$ cat config.mk
export PLATFORM = sky130hd
export DESIGN_NAME = waveform_combiner
export DESIGN_NICKNAME = d
export VERILOG_FILES = /design/src/rtl/synth_pkg.sv /design/src/rtl/waveform_combiner.sv
export SDC_FILE = /design/constraint.sdc
export NUM_CORES = 1
export LEC_CHECK = 0
export CAP_MARGIN = 20
export CORE_AREA = 4 4 122 89
export CTS_BUF_LIST = sky130_fd_sc_hd__clkbuf_16
export CTS_CLUSTER_SIZE = 24
export DETAILED_ROUTE_END_ITERATION = 10
export DIE_AREA = 0 0 126 93
export DONT_BUFFER_PORTS = 1
export GPL_TIMING_DRIVEN = 0
export HOLD_SLACK_MARGIN = 0.02
export MAX_ROUTING_LAYER = met4
export PLACE_DENSITY_LB_ADDON = 0.12
export SLEW_MARGIN = 20
export SYNTH_ARGS = -nofsm -noshare
export SYNTH_HDL_FRONTEND = slang
export SYNTH_SLANG_ARGS = --single-unit
$ cat constraint.sdc
create_clock -name clk -period 2.87 [get_ports clk]
set_clock_uncertainty 0.05 [all_clocks]
set_input_delay 0.4305 -clock clk [delete_from_list [all_inputs] [get_ports clk]]
set_output_delay 0.4305 -clock clk [all_outputs]
set_load 0.01 [all_outputs]
$ cat src/rtl/synth_pkg.sv
// rtl/synth_pkg.sv - shared widths, FSM state type and normalisation for the waveform combiner.
package synth_pkg;

  localparam int DATA_W     = 8;
  localparam int NUM_VOICES = 4;
  localparam int ACC_W      = 10;
  localparam int CNT_W      = 3;
  localparam int IDX_W      = 2;

  typedef enum logic [1:0] {
    IDLE,
    ACCUM,
    NORM
  } state_e;

  // Three or four voices share the same >>2 so the divider stays a pure shift.
  function automatic logic [DATA_W-1:0] normalise(input logic [ACC_W-1:0] sum,
                                                  input logic [CNT_W-1:0] count);
    logic [ACC_W-1:0] scaled;
    case (count)
      3'd0:    scaled = '0;
      3'd1:    scaled = sum;
      3'd2:    scaled = sum >> 1;
      default: scaled = sum >> 2;
    endcase
    if (|scaled[ACC_W-1:DATA_W]) begin
      return {DATA_W{1'b1}};
    end
    return scaled[DATA_W-1:0];
  endfunction

endpackage

$ cat src/rtl/waveform_combiner.sv
// rtl/waveform_combiner.sv - sums enabled voices one per cycle and normalises by active voice count.
module waveform_combiner
  import synth_pkg::*;
(
  input  logic              clk,
  input  logic              rst,
  input  logic              strobe,
  input  logic [DATA_W-1:0] wave0,
  input  logic [DATA_W-1:0] wave1,
  input  logic [DATA_W-1:0] wave2,
  input  logic [DATA_W-1:0] wave3,
  input  logic [NUM_VOICES-1:0] voice_en,
  output logic [DATA_W-1:0] comb_waveform,
  output logic              ready,
  output logic              busy,
  output logic              overrun
);

  state_e                state_q, state_d;
  logic [DATA_W-1:0]     wave_q [NUM_VOICES];
  logic [DATA_W-1:0]     wave_d [NUM_VOICES];
  logic [NUM_VOICES-1:0] en_q, en_d;
  logic [ACC_W-1:0]      acc_q, acc_d;
  logic [CNT_W-1:0]      cnt_q, cnt_d;
  logic [IDX_W-1:0]      idx_q, idx_d;
  logic [DATA_W-1:0]     comb_q, comb_d;
  logic                  ready_q, ready_d;
  logic                  overrun_q, overrun_d;

  always_comb begin
    state_d   = state_q;
    wave_d    = wave_q;
    en_d      = en_q;
    acc_d     = acc_q;
    cnt_d     = cnt_q;
    idx_d     = idx_q;
    comb_d    = comb_q;
    ready_d   = 1'b0;
    overrun_d = 1'b0;

    case (state_q)
      IDLE: begin
        if (strobe) begin
          wave_d[0] = wave0;
          wave_d[1] = wave1;
          wave_d[2] = wave2;
          wave_d[3] = wave3;
          en_d      = voice_en;
          acc_d     = '0;
          cnt_d     = '0;
          idx_d     = '0;
          state_d   = ACCUM;
        end
      end
      ACCUM: begin
        // A strobe here is dropped, not queued; only the overrun flag records it.
        overrun_d = strobe;
        if (en_q[idx_q]) begin
          acc_d = acc_q + ACC_W'(wave_q[idx_q]);
          cnt_d = cnt_q + CNT_W'(1);
        end
        idx_d = idx_q + IDX_W'(1);
        if (idx_q == IDX_W'(NUM_VOICES - 1)) begin
          state_d = NORM;
        end
      end
      NORM: begin
        overrun_d = strobe;
        comb_d    = normalise(acc_q, cnt_q);
        ready_d   = 1'b1;
        state_d   = IDLE;
      end
      default: begin
        state_d = IDLE;
      end
    endcase
  end

  always_ff @(posedge clk) begin
    if (rst) begin
      state_q   <= IDLE;
      for (int i = 0; i < NUM_VOICES; i++) begin
        wave_q[i] <= '0;
      end
      en_q      <= '0;
      acc_q     <= '0;
      cnt_q     <= '0;
      idx_q     <= '0;
      comb_q    <= '0;
      ready_q   <= 1'b0;
      overrun_q <= 1'b0;
    end else begin
      state_q   <= state_d;
      for (int i = 0; i < NUM_VOICES; i++) begin
        wave_q[i] <= wave_d[i];
      end
      en_q      <= en_d;
      acc_q     <= acc_d;
      cnt_q     <= cnt_d;
      idx_q     <= idx_d;
      comb_q    <= comb_d;
      ready_q   <= ready_d;
      overrun_q <= overrun_d;
    end
  end

  assign comb_waveform = comb_q;
  assign ready         = ready_q;
  assign overrun       = overrun_q;
  assign busy          = (state_q != IDLE);

endmodule

==> impl_metrics.yaml, run 1 <==
clock_network:
  path_clk_slew_ns: 0.06
  numCtsBuffers: 9
  cts-root-buf: "clkbuf_16"
  cts.sinks: 63
  clock_path_buffers: 2
  cts_htree_levels: 3
  ctsHoldBuffers: 0
  cts_tree: "built"
  clock_latency_ns: 0.33
sta:
  max_freq_ghz: 0.373
  finalCritPeriodShare: 0.935
  tightest_slew_ns: 0.612
  slew_headroom: 0.592
  slew_violations: 0
  finalCriticalPeriod_ns: 2.68
  worst_slack_ns: 0.188
  finalSetupViolCount: 0
  finalHoldViolCount: 0
  setup_tns_ns: 0
  rsz0062_at_grt: "false"
power_and_ir_drop:
  power_uw: 2120
  ir_drop_uv: 237
  leakagePower_uw: 0.00128
  power_density_nw_per_um2: 612
setup_path:
  worstPathRequired_ns: 3.08
  cp_max_fo: 10
  reg2reg_to: "acc_q[8]$_SDFFE_PP0P_"
  worstSetupEndpointType: "register"
  path_class: "register to register"
  startpoint_type: "register"
  cp.arrival_ns: 2.90
  reg2reg_depth: 10
  r2r-start: "idx_q[1]$_SDFFE_PP0P_"
  r2r_slack_ns: 0.19
grt:
  antenna_found_initial: 0
  grt_usage: 0.148
  grt_max_degree: 12
  grt_pass1_vias: 2555
  grt-ovfl-total: 0
  grt_pass1_wl_um: 13200
drt:
  firstDrtPassIters: 7
  via_count: 2508
  final_antenna_net_count: 0
  drc_errors: 0
  via_per_inst: 5.07
  wl_per_cell_um: 16.0
  drt-initial-drc-count: 186
  wl_um: 7940
final_layout:
  final_nets: 418
  syn_to_final_growth_pct: 14.4
  fillers: 1042
  drive_gt1_frac: 0.0954
  mostFrequentLayoutCells: "nand2_1, dfxtp_1, a21oi_1"
  fin_util: 0.361
  instances_no_fill: 495
  final_common_cell: "nand2_1"
  antenna_cells: 0
floorplan:
  ios: 50
  dieArea_um2: 11700
  dieWidth_um: 126
  start_util: 0.315
  core_um2: 9610
  rows: 30
  die_h_um: 93
run:
  drv_cap: 0
synth:
  synth.cell_area_um2: 3030
  synthCells: 351
  avgSynthCellArea_um2: 8.63
  synth.distinct_cells: 40
  postSynthRegisterBits: 63
  yosysSeqAreaShare: 0.416
  ys_warn_count: 0
  syn-num-nets: 407
min_path:
  holdPathStages: 2
  hold_class: "input port to register"
  hold_end: "wave_q[14]$_SDFFE_PP0P_"
  hp-start: "wave2[6]"
placement:
  place_hpwl_um: 5860
  place_congestion: 0.786
  portBuffers: 0
  placed_cells: 479
  dp_slack_ns: -0.193
outcome:
  status: "finished clean"
[metal layers]
metal  share of wire  track usage
met5               0            -
met3           0.052       0.0479
met4          0.0088       0.0482
met2            0.44        0.217
met1            0.50        0.193
[flip-flops by register name, indices dropped and copies added (netlist names), 2 cells and up]
| signal | flops |
|---|---|
| wave_q | 32 |
| acc_q | 10 |
| comb_waveform | 8 |
| en_q | 4 |
| cnt_q | 3 |
| idx_q | 2 |
| state_q | 2 |
[kinds of logic after synthesis]
kind of cell    count (synthesis)  synth area share
compound gates                 95             0.203
xor+xnor                        4            0.0116
fa+ha+maj                      17            0.0727
buf+inv                        34            0.0475
flops                          63             0.416
mux                            12            0.0772
simple gates                  126             0.171
[synth_stat cells, drive strengths merged]
cell type | instances | area [µm²]
a32oi | 2 | 17.5
mux4 | 9 | 203
mux2 | 1 | 11.3
o21a | 2 | 15.0
o21ai | 4 | 20.0
inv | 11 | 41.3
a222oi | 8 | 80.1
a211oi | 13 | 97.6
and2 | 1 | 6.26
o211ai | 2 | 15.0
mux2i | 2 | 20.0
nand2 | 79 | 297
or2 | 1 | 6.26
xnor2 | 2 | 17.5
nor3 | 3 | 15.0
nor2 | 28 | 105
a22oi | 4 | 30.0
nand3b | 3 | 22.5
a21oi | 49 | 245
o41ai | 1 | 8.76
a31oi | 2 | 12.5
nand3 | 1 | 5.00
xor2 | 2 | 17.5
a21o | 3 | 22.5
buf | 9 | 50.1
clkbuf | 14 | 52.6
nor2b | 4 | 25.0
and3 | 1 | 6.26
o31ai | 1 | 7.51
o21bai | 2 | 26.3
ha | 16 | 200
fa | 1 | 20.0
dfxtp | 63 | 1260
o311ai | 2 | 17.5
nand2b | 5 | 31.3
[where the power goes]
group / switching (µW) / internal, µW / total, µW
Clock: 396 / 575 / 971
Sequential: 21.0 / 914 / 935
Combinational: 136 / 80.0 / 216
Total: 553 / 1570 / 2120
[worst max-delay path by stage]
stage / start / cells after the start / end / slack (ns)
6_report: idx_q[1]$_SDFFE_PP0P_ / 10 / acc_q[8]$_SDFFE_PP0P_ / 0.19
2_1_floorplan: idx_q[1]$_SDFFE_PP0P_ / 10 / acc_q[8]$_SDFFE_PP0P_ / 0.34
5_1_grt: idx_q[0]$_SDFFE_PP0P_ / 8 / acc_q[9]$_SDFFE_PP0P_ / 0.03
4_1_cts: idx_q[1]$_SDFFE_PP0P_ / 10 / acc_q[8]$_SDFFE_PP0P_ / 0.08
3_5_place_dp: idx_q[1]$_SDFFE_PP0P_ / 10 / acc_q[8]$_SDFFE_PP0P_ / -0.19
3_3_place_gp: idx_q[1]$_SDFFE_PP0P_ / 10 / acc_q[8]$_SDFFE_PP0P_ / -0.19
[layout make-up]
cell class,count,area [µm²],area share
Clock buffer,9,225,0.0650
Tap cell,128,160,0.0462
Multi-Input combinational cell,254,1630,0.470
Clock inverter,7,40.0,0.0116
Sequential cell,63,1260,0.364
Buffer,23,110,0.0318
Inverter,11,41.3,0.0119
[stage by stage]
stage,area (µm²),hold WS (ns)
floorplan,3030,0.383
global placement,3190,0.391
detailed placement,3190,0.396
CTS,3460,0.169
global route,3470,0.167
finish,3470,0.182
[timing repair]
action / 4_1_cts / 5_1_grt
resized for setup: 2 / 3
endpoints found under the setup margin: 2 / 2
endpoints found under the hold margin: 0 / 0
buffers inserted: 0 / 0
[critical path, cell delays in order (launching register included)]
cell and delay [ns]:
dfxtp_1 0.35, buf_2 0.29, mux4_2 0.26, ha_1 0.19, inv_1 0.06, fa_1 0.40, nand2b_1 0.20, a21oi_2 0.20
o21bai_1 0.10, a211oi_1 0.31, mux2i_1 0.21
No activity file was read; power rests on OpenSTA's default activity.
==> run 2, diff against run 1 <==
- CTS_BUF_LIST: sky130_fd_sc_hd__clkbuf_16 -> sky130_fd_sc_hd__clkbuf_2 sky130_fd_sc_hd__clkbuf_4 sky130_fd_sc_hd__clkbuf_8
==> impl_metrics.yaml, run 2 (synthesis gave the netlist of run 1 again) <==
outcome:
  status: "finished clean"
drt:
  via_count: 2510
  drt-initial-drc-count: 191
  via_per_inst: 5.07
  final_antenna_net_count: 0
  drc_errors: 0
  wl_per_cell_um: 16.0
  wl_um: 7930
  firstDrtPassIters: 8
sta:
  worst_slack_ns: 0.181
  tightest_slew_ns: 0.600
  finalHoldViolCount: 0
  slew_headroom: 0.600
  slew_violations: 0
  finalCritPeriodShare: 0.937
  rsz0062_at_grt: "false"
  max_freq_ghz: 0.372
  finalSetupViolCount: 0
  finalCriticalPeriod_ns: 2.69
setup_path:
  reg2reg_to: "acc_q[8]$_SDFFE_PP0P_"
  cp_slowest_cell: "fa_1"
  path_class: "register to register"
  r2r_slack_ns: 0.18
  slowest_delay_ns: 0.40
  r2r-start: "idx_q[1]$_SDFFE_PP0P_"
  cp_max_fo: 10
  reg2reg_depth: 10
  endpoint: "acc_q[8]$_SDFFE_PP0P_"
  startpoint_type: "register"
  critPathLaunch: "idx_q[1]$_SDFFE_PP0P_"
  crit_path_cell_trace: "buf_2 -> mux4_2 -> ha_1 -> inv_1 -> fa_1 -> nand2b_1 -> a21oi_2 -> o21bai_1 -> a211oi_1 -> mux2i_1"
  worstPathRequired_ns: 3.11
  cp.arrival_ns: 2.93
  worstSetupEndpointType: "register"
grt:
  grt_pass1_vias: 2556
  grt_max_degree: 12
  grt_usage: 0.148
  grt_pass1_wl_um: 13200
  antenna_found_initial: 0
  grt-ovfl-total: 0
final_layout:
  largest_register_ffs: 32
  drive_gt1_frac: 0.0981
  top_register: "wave_q"
  syn_to_final_growth_pct: 11.4
  final_nets: 418
  mostFrequentLayoutCells: "nand2_1, dfxtp_1, a21oi_1"
  instances_no_fill: 495
  fin_area_um2: 3370
  antenna_cells: 0
  final_common_cell: "nand2_1"
floorplan:
  die_h_um: 93
  start_util: 0.315
  core_um2: 9610
  dieArea_um2: 11700
  rows: 30
  ios: 50
  dieWidth_um: 126
placement:
  portBuffers: 0
  placed_cells: 479
  place_area_um2: 3190
  place_congestion: 0.786
  place_hpwl_um: 5860
  dp_slack_ns: -0.193
power_and_ir_drop:
  power_density_nw_per_um2: 547
  ir_drop_uv: 199
  leakagePower_uw: 0.00124
  power_uw: 1850
clock_network:
  cts-root-buf: "clkbuf_8"
  numCtsBuffers: 9
  cts_tree: "built"
  path_clk_slew_ns: 0.07
  clock_latency_ns: 0.35
  cts_setup_buffers: 0
  cts.sinks: 63
  clock_path_buffers: 2
  cts_htree_levels: 3
run:
  drv_cap: 0
min_path:
  hold_class: "input port to register"
==> run 2: cell types whose count changed in the layout (fill, tap and decap cells not counted) <==
cell / delta
clkinv_1: -1
clkbuf_8: +10
clkbuf_16: -9
==> run 2: power breakdown <==
group	switching, µW	internal, µW	total [µW]
logic	137	80.0	217
registers	21.0	912	933
clock network	366	332	697
total	523	1320	1850
==> run 2: repair_timing <==
action / in CTS / in global routing
gates resized for setup: 2 / 3
endpoints found under the setup margin: 2 / 2
hold buffers: 0 / 0
==> run 2: layout make-up <==
| class | instances | area [µm²] |
|---|---|---|
| Buffer | 23 | 110 |
| Clock buffer | 10 | 138 |
| Clock inverter | 6 | 36.3 |
| Fill cell | 1055 | 6230 |
| Inverter | 11 | 41.3 |
| Multi-Input combinational cell | 254 | 1630 |
| Sequential cell | 63 | 1260 |
| Tap cell | 128 | 160 |
==> run 2: how the worst min path moves through the flow <==
stage	startpoint	endpoint	slack (ns)	depth (start not counted)
after floorplan	en_q[2]$_SDFFE_PP0P_	en_q[2]$_SDFFE_PP0P_	0.38	2
after global placement	wave_q[12]$_SDFFE_PP0P_	wave_q[12]$_SDFFE_PP0P_	0.39	2
after detailed placement	en_q[3]$_SDFFE_PP0P_	en_q[3]$_SDFFE_PP0P_	0.40	2
after CTS	wave2[3]	wave_q[11]$_SDFFE_PP0P_	0.14	2
after global routing	wave1[1]	wave_q[17]$_SDFFE_PP0P_	0.13	2
final	wave0[1]	wave_q[25]$_SDFFE_PP0P_	0.16	2
==> run 2: per-layer routing <==
layer  vias up  GRT usage  part of all wire
met3        10     0.0497             0.047
li1       1262          -                 -
met1      1188      0.192              0.50
met2        50      0.217              0.44
met5         -          -                 0
met4         0     0.0482             0.012
==> run 2: per-stage QoR <==
| step | TNS, ns | utilization | hold WS [ns] |
|---|---|---|---|
| floorplan | 0 | - | 0.383 |
| global placement | -0.191 | 0.332 | 0.391 |
| detailed placement | -0.220 | 0.332 | 0.396 |
| CTS | 0 | 0.350 | 0.138 |
| global route | 0 | 0.351 | 0.132 |
| finish | 0 | 0.351 | 0.155 |
==> run 2: critical path: cells and delay by family (launching register included) <==
family | cells | cell delay, ns
AO/OA/AOI/OAI | 3 | 0.61
AND/OR/NAND/NOR | 1 | 0.20
buffers and inverters | 2 | 0.35
flip-flops | 1 | 0.36
adder cells (fa/ha/maj) | 2 | 0.59
multiplexers | 2 | 0.47
==> run 3, diff against run 2 <==
- CORE_AREA: 4 4 122 89 -> 4 4 99 73
- DIE_AREA: 0 0 126 93 -> 0 0 103 77
==> impl_metrics.yaml, run 3 (synthesis gave the netlist of run 1 again) <==
outcome:
  status: "finished clean"
grt:
  grt_pass1_wl_um: 12500
  grt_max_degree: 12
  antenna_found_initial: 0
  grt-ovfl-total: 0
  grt_usage: 0.208
  grt_pass1_vias: 2529
drt:
  firstDrtPassIters: 7
  wl_per_cell_um: 16.3
  via_count: 2511
  final_antenna_net_count: 0
  drt-initial-drc-count: 141
  wl_um: 7250
  drc_errors: 0
  via_per_inst: 5.64
placement:
  place_congestion: 0.918
  placed_cells: 429
  portBuffers: 0
  place_hpwl_um: 5250
final_layout:
  drive_gt1_frac: 0.0981
  final_nets: 418
  top_register: "wave_q"
  syn_to_final_growth_pct: 12.9
  largest_register_ffs: 32
  final_common_cell: "nand2_1"
  instances_no_fill: 445
  mostFrequentLayoutCells: "nand2_1, dfxtp_1, a21oi_1"
  antenna_cells: 0
setup_path:
  cp.arrival_ns: 2.82
  path_buf_inv: 1
  worstPathRequired_ns: 3.03
  crit_family: "compound AO/OA/AOI/OAI gates"
  path_depth: 8
  reg2reg_depth: 8
  crit_path_cell_trace: "buf_6 -> mux4_2 -> ha_1 -> a211oi_1 -> o21ai_0 -> a31oi_1 -> xor2_1 -> o31ai_1"
  cp_slowest_cell: "mux4_2"
  cp_max_fo: 10
  startpoint_type: "register"
  slowest_delay_ns: 0.54
  worstSetupEndpointType: "register"
  path_class: "register to register"
run:
  drv_cap: 0
sta:
  slew_headroom: 0.627
  slew_violations: 0
  max_freq_ghz: 0.376
  finalSetupViolCount: 0
  finalCriticalPeriod_ns: 2.66
  tightest_slew_ns: 0.559
  finalCritPeriodShare: 0.927
  setup_tns_ns: 0
  finalHoldViolCount: 0
clock_network:
  cts-root-buf: "clkbuf_8"
  clock_latency_ns: 0.34
  numCtsBuffers: 9
  ctsHoldBuffers: 0
  path_clk_slew_ns: 0.08
  cts_htree_levels: 3
  cts_tree: "built"
  cts.sinks: 63
  cts_setup_buffers: 0
  clock_path_buffers: 2
floorplan:
  ios: 50
  die_h_um: 77
  dieArea_um2: 7930
  core_um2: 6190
  start_util: 0.490
  dieWidth_um: 103
  rows: 24
power_and_ir_drop:
  leakagePower_uw: 0.00128
  ir_drop_uv: 237
  power_uw: 2210
  swShare: 0.230
  seq_power_share: 0.422
  combinationalPowerShare: 0.097
  clock_power_share: 0.482
  p_switching_uw: 508
  internal_power_uw: 1710
  power_density_nw_per_um2: 647
min_path:
  hold_class: "input port to register"
  holdPathStages: 2
==> run 3: repair_timing <==
action,4_1_cts,5_1_grt
hold endpoints to repair,0,0
gates resized for setup,2,4
setup endpoints to repair,2,3
==> run 3: final timing paths <==
check	startpoint	end	slack, ns
max	idx_q[0]$_SDFFE_PP0P_	acc_q[7]$_SDFFE_PP0P_	0.21
min	wave1[4]	wave_q[20]$_SDFFE_PP0P_	0.16
max reg2reg	idx_q[0]$_SDFFE_PP0P_	acc_q[7]$_SDFFE_PP0P_	0.21
min reg2reg	en_q[2]$_SDFFE_PP0P_	en_q[2]$_SDFFE_PP0P_	0.40
==> run 3: final cells by class <==
cell class	count	area, µm²
inverter	11	41.3
fill	600	2770
clock inverter	5	128
buffer	23	113
sequential	63	1260
clock buffer	11	151
tap	78	97.6
multi-input combinational	254	1630
==> run 3: metal layers <==
layer  part of all wire  routed length [µm]  GRT usage
met1               0.49                3540      0.297
met2               0.43                3120      0.284
met3              0.071                 512     0.0707
met4              0.012                  85     0.0479
met5                  0                   0          -
==> run 3: through the flow <==
step | hold slack (ns) | worst slack [ns] | instance area [µm²] | utilization
2_1_floorplan | 0.383 | 0.340 | 3030 | -
3_3_place_gp | 0.389 | -0.121 | 3130 | 0.505
3_5_place_dp | 0.393 | -0.174 | 3130 | 0.505
4_1_cts | 0.155 | 0.0828 | 3410 | 0.551
5_1_grt | 0.141 | -0.00903 | 3420 | 0.553
6_report | 0.165 | 0.209 | 3420 | 0.553
==> run 3: power groups by stage <==
stage               clock (µW)  sequential (µW)  combinational, µW
finish                    1070              933                214
global route              1130              938                243
CTS                       1080              933                215
detailed placement           0              953                212
global placement             0              952                208
floorplan                    0              946                165
